File: src/rtl/counter_scheduler_if.sv
// counter_scheduler_if: requester handshakes plus shared-counter control bus.
interface counter_scheduler_if #(parameter int WIDTH = 4);
  logic             req_a, req_b, dir_a, dir_b;
  logic [WIDTH-1:0] start_a, start_b, steps_a, steps_b;
  logic             gnt_a, gnt_b, done_a, done_b, busy;
  logic [WIDTH-1:0] result;
  logic             cnt_clr, cnt_load, cnt_up_down;
  logic [WIDTH-1:0] cnt_data, cnt_value;
  modport master (
    input  req_a, req_b, dir_a, dir_b, start_a, start_b, steps_a, steps_b, cnt_value,
    output gnt_a, gnt_b, done_a, done_b, busy, result, cnt_clr, cnt_load, cnt_up_down, cnt_data
  );
  modport slave (
    output req_a, req_b, dir_a, dir_b, start_a, start_b, steps_a, steps_b, cnt_value,
    input  gnt_a, gnt_b, done_a, done_b, busy, result, cnt_clr, cnt_load, cnt_up_down, cnt_data
  );
endinterface

File: src/rtl/counter_scheduler.sv
// counter_scheduler: round-robin arbiter handing one enable-less up/down counter to two requesters.
module counter_scheduler #(parameter int WIDTH = 4) (
  input logic              clk,
  input logic              reset,
  counter_scheduler_if.master bus
);
  localparam logic [1:0] IDLE = 2'd0, LOAD = 2'd1, RUN = 2'd2, DONE = 2'd3;
  logic [1:0]       state;
  logic             owner_b, prio_b, dir, pick_b, gnt_a, gnt_b, done_a, done_b;
  logic [WIDTH-1:0] start, rem, result;
  // prio_b marks B as the favoured requester on a tie; cleared after reset so A wins first
  assign pick_b = bus.req_b & (~bus.req_a | prio_b);
  always_ff @(posedge clk or negedge reset)
    if (!reset) begin
      state   <= IDLE;
      owner_b <= 1'b0;
      prio_b  <= 1'b0;
      dir     <= 1'b0;
      start   <= '0;
      rem     <= '0;
      result  <= '0;
      gnt_a   <= 1'b0;
      gnt_b   <= 1'b0;
      done_a  <= 1'b0;
      done_b  <= 1'b0;
    end else begin
      gnt_a  <= 1'b0;
      gnt_b  <= 1'b0;
      done_a <= state == DONE && !owner_b;
      done_b <= state == DONE && owner_b;
      case (state)
        IDLE: if (bus.req_a || bus.req_b) begin
          owner_b <= pick_b;
          prio_b  <= ~pick_b;
          gnt_a   <= ~pick_b;
          gnt_b   <= pick_b;
          dir     <= pick_b ? bus.dir_b : bus.dir_a;
          start   <= pick_b ? bus.start_b : bus.start_a;
          rem     <= pick_b ? bus.steps_b : bus.steps_a;
          state   <= LOAD;
        end
        LOAD: state <= rem != '0 ? RUN : DONE;
        RUN: begin
          rem <= rem - 1'b1;
          if (rem == WIDTH'(1)) state <= DONE;
        end
        default: begin
          result <= bus.cnt_value;
          state  <= IDLE;
        end
      endcase
    end
  assign bus.gnt_a       = gnt_a;
  assign bus.gnt_b       = gnt_b;
  assign bus.done_a      = done_a;
  assign bus.done_b      = done_b;
  assign bus.result      = result;
  assign bus.busy        = state != IDLE;
  assign bus.cnt_clr     = state == IDLE || state == DONE;
  assign bus.cnt_load    = state == LOAD;
  assign bus.cnt_up_down = state == RUN && dir;
  assign bus.cnt_data    = start;
endmodule

File: src/flat_wrapper.sv
// flat-port wrapper written by rule: the top's interface ports become plain ports
module counter_scheduler_flat 
#(parameter int WIDTH = 4)
  (clk, reset, bus_req_a, bus_req_b, bus_dir_a, bus_dir_b, bus_start_a, bus_start_b, bus_steps_a, bus_steps_b, bus_cnt_value, bus_gnt_a, bus_gnt_b, bus_done_a, bus_done_b, bus_busy, bus_result, bus_cnt_clr, bus_cnt_load, bus_cnt_up_down, bus_cnt_data);
  counter_scheduler_if #(.WIDTH(WIDTH)) bus_i ();
  input logic clk;
  input logic reset;
  input wire logic [$bits(bus_i.req_a)-1:0] bus_req_a;
  input wire logic [$bits(bus_i.req_b)-1:0] bus_req_b;
  input wire logic [$bits(bus_i.dir_a)-1:0] bus_dir_a;
  input wire logic [$bits(bus_i.dir_b)-1:0] bus_dir_b;
  input wire logic [$bits(bus_i.start_a)-1:0] bus_start_a;
  input wire logic [$bits(bus_i.start_b)-1:0] bus_start_b;
  input wire logic [$bits(bus_i.steps_a)-1:0] bus_steps_a;
  input wire logic [$bits(bus_i.steps_b)-1:0] bus_steps_b;
  input wire logic [$bits(bus_i.cnt_value)-1:0] bus_cnt_value;
  output wire logic [$bits(bus_i.gnt_a)-1:0] bus_gnt_a;
  output wire logic [$bits(bus_i.gnt_b)-1:0] bus_gnt_b;
  output wire logic [$bits(bus_i.done_a)-1:0] bus_done_a;
  output wire logic [$bits(bus_i.done_b)-1:0] bus_done_b;
  output wire logic [$bits(bus_i.busy)-1:0] bus_busy;
  output wire logic [$bits(bus_i.result)-1:0] bus_result;
  output wire logic [$bits(bus_i.cnt_clr)-1:0] bus_cnt_clr;
  output wire logic [$bits(bus_i.cnt_load)-1:0] bus_cnt_load;
  output wire logic [$bits(bus_i.cnt_up_down)-1:0] bus_cnt_up_down;
  output wire logic [$bits(bus_i.cnt_data)-1:0] bus_cnt_data;
  assign bus_i.req_a = bus_req_a;
  assign bus_i.req_b = bus_req_b;
  assign bus_i.dir_a = bus_dir_a;
  assign bus_i.dir_b = bus_dir_b;
  assign bus_i.start_a = bus_start_a;
  assign bus_i.start_b = bus_start_b;
  assign bus_i.steps_a = bus_steps_a;
  assign bus_i.steps_b = bus_steps_b;
  assign bus_i.cnt_value = bus_cnt_value;
  assign bus_gnt_a = bus_i.gnt_a;
  assign bus_gnt_b = bus_i.gnt_b;
  assign bus_done_a = bus_i.done_a;
  assign bus_done_b = bus_i.done_b;
  assign bus_busy = bus_i.busy;
  assign bus_result = bus_i.result;
  assign bus_cnt_clr = bus_i.cnt_clr;
  assign bus_cnt_load = bus_i.cnt_load;
  assign bus_cnt_up_down = bus_i.cnt_up_down;
  assign bus_cnt_data = bus_i.cnt_data;
  counter_scheduler #(.WIDTH(WIDTH)) u_core (.clk(clk), .reset(reset), .bus(bus_i));
endmodule
File: config.mk
export PLATFORM = sky130hd
export DESIGN_NAME = counter_scheduler_flat
export DESIGN_NICKNAME = d
export VERILOG_FILES = /design/src/rtl/counter_scheduler_if.sv /design/src/rtl/counter_scheduler.sv /design/src/flat_wrapper.sv
export SDC_FILE = /design/constraint.sdc
export NUM_CORES = 1
export LEC_CHECK = 0
export ABC_AREA = 0
export BUFFER_PORTS_ARGS = -buffer_cell sky130_fd_sc_hd__buf_2
export CORE_MARGIN = 4
export CORE_UTILIZATION = 43
export CTS_CLUSTER_SIZE = 12
export DETAILED_ROUTE_END_ITERATION = 10
export GPL_TIMING_DRIVEN = 0
export PLACE_DENSITY = 0.81
export SLEW_MARGIN = 25
export SYNTH_ARGS = -nofsm -noshare
export SYNTH_HDL_FRONTEND = slang
export SYNTH_SLANG_ARGS = --single-unit
File: constraint.sdc
create_clock -name clk -period 1.65 [get_ports clk]
set_input_delay 0.165 -clock clk [delete_from_list [all_inputs] [get_ports clk]]
set_output_delay 0.165 -clock clk [all_outputs]
set_load 0.1 [all_outputs]
=== Word level (Yosys, flattened, before mapping) ===
Cells that the tools add are included.

* Input bits: 26
* Output and inout port bits: 16
* Register bits: 21
* Word-level logic and storage cells: 49

* Bitwise operators: 4
* Add/subtract/negate cells: 1
* Multiplexer cells: 13
* Reductions and logical operators: 14
* Equality and inequality tests: 6

{| class="wikitable"
|+ Operator list
! operator !! count
|-
| 4-bit 2-to-1 mux || 3
|-
| 4-bit one-hot mux with 2 select lines || 1
|-
| 1-bit 2-to-1 mux || 6
|-
| 2-bit one-hot mux with 3 select lines || 1
|-
| 2-bit AND reduction || 3
|-
| 2-bit equality test (second input constant) || 2
|-
| 4-bit by 1-bit equality test with 1-bit output (second input constant) || 1
|-
| 2-bit 2-to-1 mux || 2
|-
| 2-bit by 1-bit inequality test with 1-bit output (second input constant) || 2
|-
| 2-bit nonzero test || 2
|-
| 4-bit nonzero test || 1
|-
| 4-bit by 1-bit subtractor with 4-bit output (second input constant) || 1
|-
| 1-bit logical AND || 3
|-
| 3-bit OR reduction || 1
|-
| 2-bit by 1-bit equality test with 1-bit output (second input constant) || 1
|-
| 2-bit zero test || 1
|-
| 1-bit logical OR || 2
|-
| 1-bit NOT || 2
|-
| 1-bit bitwise AND || 1
|-
| 1-bit zero test || 1
|-
| 1-bit bitwise OR || 1
|}

=== Longest topological paths before layout ===
* Word-level depth: 6
* Gate-level depth with buffers: 7
* Mapped depth without buffers: 6

=== Least setup slack after synthesis ===
No wires, ideal clock.

* Path type: register to output
* Start point: register u_core.state[0]
* End point: output port bus_cnt_up_down
* Setup slack: -0.310 ns
* Required time: 1.485 ns
* Stages on the path, launching flop included: 5
* Data arrival time: 1.795 ns
* Buffers on the path: 1
* Cells stage by stage: dfrtp_1 inv_1 ha_1 clkbuf_1 and2_1

* Cells in the longest elaborated chain, start to end: 2

{| class="wikitable"
|+ RTL lines
! what !! RTL line !! source
|-
| from (decl) || counter_scheduler.sv:8 || <nowiki>logic [1:0] state;</nowiki>
|-
| from (signal assigned) || counter_scheduler.sv:42 || <nowiki>LOAD: state <= rem != '0 ? RUN : DONE;</nowiki>
|-
| 2-bit equality test || counter_scheduler.sv:61 || <nowiki>assign bus.cnt_up_down = state == RUN && dir;</nowiki>
|-
| 1-bit logical AND || counter_scheduler.sv:61 ||
|-
| to (decl) || flat_wrapper.sv:25 || <nowiki>output wire logic [$bits(bus_i.cnt_up_down)-1:0] bus_cnt_up_down;</nowiki>
|}

Every way passes these cells.

=== Worst setup path after layout ===
* Start point: register u_core.state[1]
* End point: register u_core.state[0]

* Cells in the longest elaborated chain, start to end: 3
* Elaborated cells between the ends (all ways): 7
* Those cells by class: eq/ne (4); mux (1); reduce/logical (2)

{| class="wikitable"
|+ RTL lines
! what !! RTL line !! source
|-
| 2-bit equality test / 2-bit zero test (equally long branches) || counter_scheduler.sv:31 || <nowiki>case (state)</nowiki>
|-
| 2-bit by 1-bit inequality test with 1-bit output (no source line) || - ||
|-
| 2-bit AND reduction (no source line) || - ||
|}

Parallel ways exist; a longest one is shown, timed or not.
A chain may end at the register's enable or synchronous reset.

==> flow_summary.ini <==
[worst_setup_path]
reg2reg_depth = 5
r2r_setup_slack_ns = -0.05
cp.required_ns = 1.86
crit_family = flip-flops
crit_buf_inv = 1
critical_path.max_stage_delay_ns = 0.45
path_cells = inv_2, ha_4, or3b_4, a21boi_4, mux2_4
critPathSlowestCell = dfrtp_1
arrival_ns = 1.91
crit_fanout = 5
r2r_start = u_core.state[1]
r2r-end = u_core.state[0]
end_kind = flop
worstSetupPathType = reg2reg
startpoint_type = flop

[clocking]
cts_tree = built
htreeDepth = 1
cts_buffers = 3
clock_path_buffers = 2
path_clk_slew_ns = 0.12
cts-root-buf = clkbuf_4
cts.sinks = 21
clkLatencyLatePin_ns = 0.31

[global_route]
grt_pass1_wl_mm = 4.37
grt.total_usage_pct = 16.5
antenna_found_initial = 0
grt_max_degree = 22
overflow = 0
grt_pass1_vias = 1017

[floorplanning]
initial_core_util_pct = 45.1
die_w_um = 58.9
die_h_um = 58.9
die-area_um2 = 3470
core_area_um2 = 2480
io_pins = 42
placementRows = 18

[sta]
tns_ns = -0.0476
drv_slew = 0
fin_crit_sh_pct = 103
setup_viol = 1
min_period_ns = 1.70
rsz0062_at_grt = yes
worstMarginPinSlew_ns = 0.443
hold_viol_final = 0
clock.fmax_mhz = 589
maxSlewHeadroom_pct = 69.7
setup_slack_ns = -0.0476
clock_skew_ns = 0.00220

[final_layout]
drive_above_1_share_pct = 44.5
antenna_cells = 0
final_util_pct = 61.2
area_growth_pct = 35.9
nets = 189

[drt]
drc = 0
initialDrtViolationCount = 31
wire_per_inst_um = 14.1
ant_nets = 0
routed_wl_mm = 2.60
firstDrtPassIters = 4
via_per_inst = 5.17
vias = 957

[logic_synthesis]
synth-seq-cells = 21
synthCells = 104
synth_cell_types = 31
yosysSeqAreaShare_pct = 47.1
synthFlopType = dfrtp_1
synth_async_sr_flop_share_pct = 100
syn_avg_cell_area_um2 = 10.7
synth_area_leaders = dfrtp_1, ha_1, mux2_2, mux2i_1, a221o_1
yosysTopAreaCell = dfrtp_1
synth_edf_count = 0
synth_fp_nets = 137
ys_warn_count = 0
synth_top_area_share_pct = 47.1
syn-cell-area_um2 = 1120

[run_status]
status = finished, violations left
failed_checks = negative setup slack

[worst_hold_path]
hold_depth = 2
min_path_type = in2reg
min_from = bus_cnt_value[1]
holdPathEnd = u_core.bus.result[1]

[run]
maxCapViolCount = 0

[placement]
portBuffers = 40
gp_congestion = 0.825
dp_hpwl_mm = 1.99
==> worst max-delay path by stage <==
stage | from | to | slack [ns] | depth (start not counted)
3_3_place_gp | u_core.state[0] | bus_cnt_up_down | -0.27 | 5
5_1_grt | u_core.state[1] | u_core.state[0] | -0.08 | 5
6_report | u_core.state[1] | u_core.state[0] | -0.05 | 5
3_5_place_dp | u_core.state[0] | bus_cnt_up_down | -0.30 | 5
4_1_cts | u_core.state[1] | u_core.state[0] | -0.03 | 5
2_1_floorplan | u_core.state[0] | bus_cnt_up_down | -0.04 | 4
==> flip-flops by register name, indices dropped and copies added (netlist names), 2 cells and up <==
signal / flops
u_core.rem: 4
u_core.state: 2
u_core.bus.result: 4
u_core.bus.cnt_data: 4
==> logic make-up (layout without fill, tap and decap cells) <==
logic type	count (synthesis)	in the layout	share of synthesized area [%]
fa+ha+maj	7	7	7.85
simple gates	32	32	15.5
buf+inv	10	61	4.04
mux	9	9	8.97
flops	21	21	47.1
compound gates	25	25	16.6
==> stage by stage <==
stage	area, µm²	hold WS [ns]	worst slack [ns]	instances
detailed placement	1370	0.139	-0.297	174
floorplan	1130	-0.131	-0.0414	104
global route	1520	0.0671	-0.0845	185
global placement	1370	0.135	-0.272	174
CTS	1490	0.0762	-0.0285	182
finish	1520	0.0760	-0.0476	185
==> synth_stat cells (2+ instances only) <==
cell type / instances
nand2b_1: 3
o21ai_0: 6
or3_1: 3
a21o_1: 2
dfrtp_1: 21
nand2_1: 6
ha_1: 7
mux2i_1: 4
a21oi_1: 5
a221o_1: 3
inv_1: 6
a22o_1: 2
nand3_1: 3
nor2_1: 4
clkbuf_1: 3
a211o_1: 2
mux2_2: 4
and2_1: 4
and3_1: 4
==> cell type report <==
cell class / count / area [µm²]
multi-input combinational: 73 / 589
fill: 232 / 961
inverter: 6 / 26.3
timing repair buffer: 48 / 289
tap: 30 / 37.5
clock buffer: 3 / 22.5
clock inverter: 1 / 7.51
buffer: 3 / 18.8
sequential: 21 / 526
==> what timing repair did <==
item / in CTS / in global routing
buffers inserted: 3 / 4
hold buffers: 1 / 0
pin swaps: 1 / 1
gates resized for setup: 17 / 4
endpoints found under the setup margin: 10 / 11
endpoints found under the hold margin: 21 / 0
cloned: 0 / 0
==> metal layers <==
metal  GRT usage (%)  share of wire, %  wire (µm)  up-vias
met5               0                 0          0        -
met4            4.85               1.5         38        0
met3            3.95               7.2        188        5
met2            30.8                54       1390       36
met1            18.3                38        981      445
li1                -                 -          -      471
==> placed cells by master (no fill, tap or decap), drive strengths merged <==
master       instances
and2                 4
nor2                 4
a21o                 2
clkinvlp             2
a221o                3
a21oi                5
a2111oi              1
or3b                 1
nand3                3
and3                 4
dlygate4sd3          1
a211o                2
nor2b                1
mux2i                4
mux2                 5
nand4                1
nand2b               3
or3                  3
o2bb2ai              1
nand2                7
a22o                 2
a31o                 1
nor3                 1
a21boi               1
clkbuf               5
dfrtp               21
ha                   7
inv                  5
o21ai                7
buf                 48
Power is left out: the tool's default activity adds up to more than one toggle a clock period on the data nets, which glitch-free logic cannot reach.
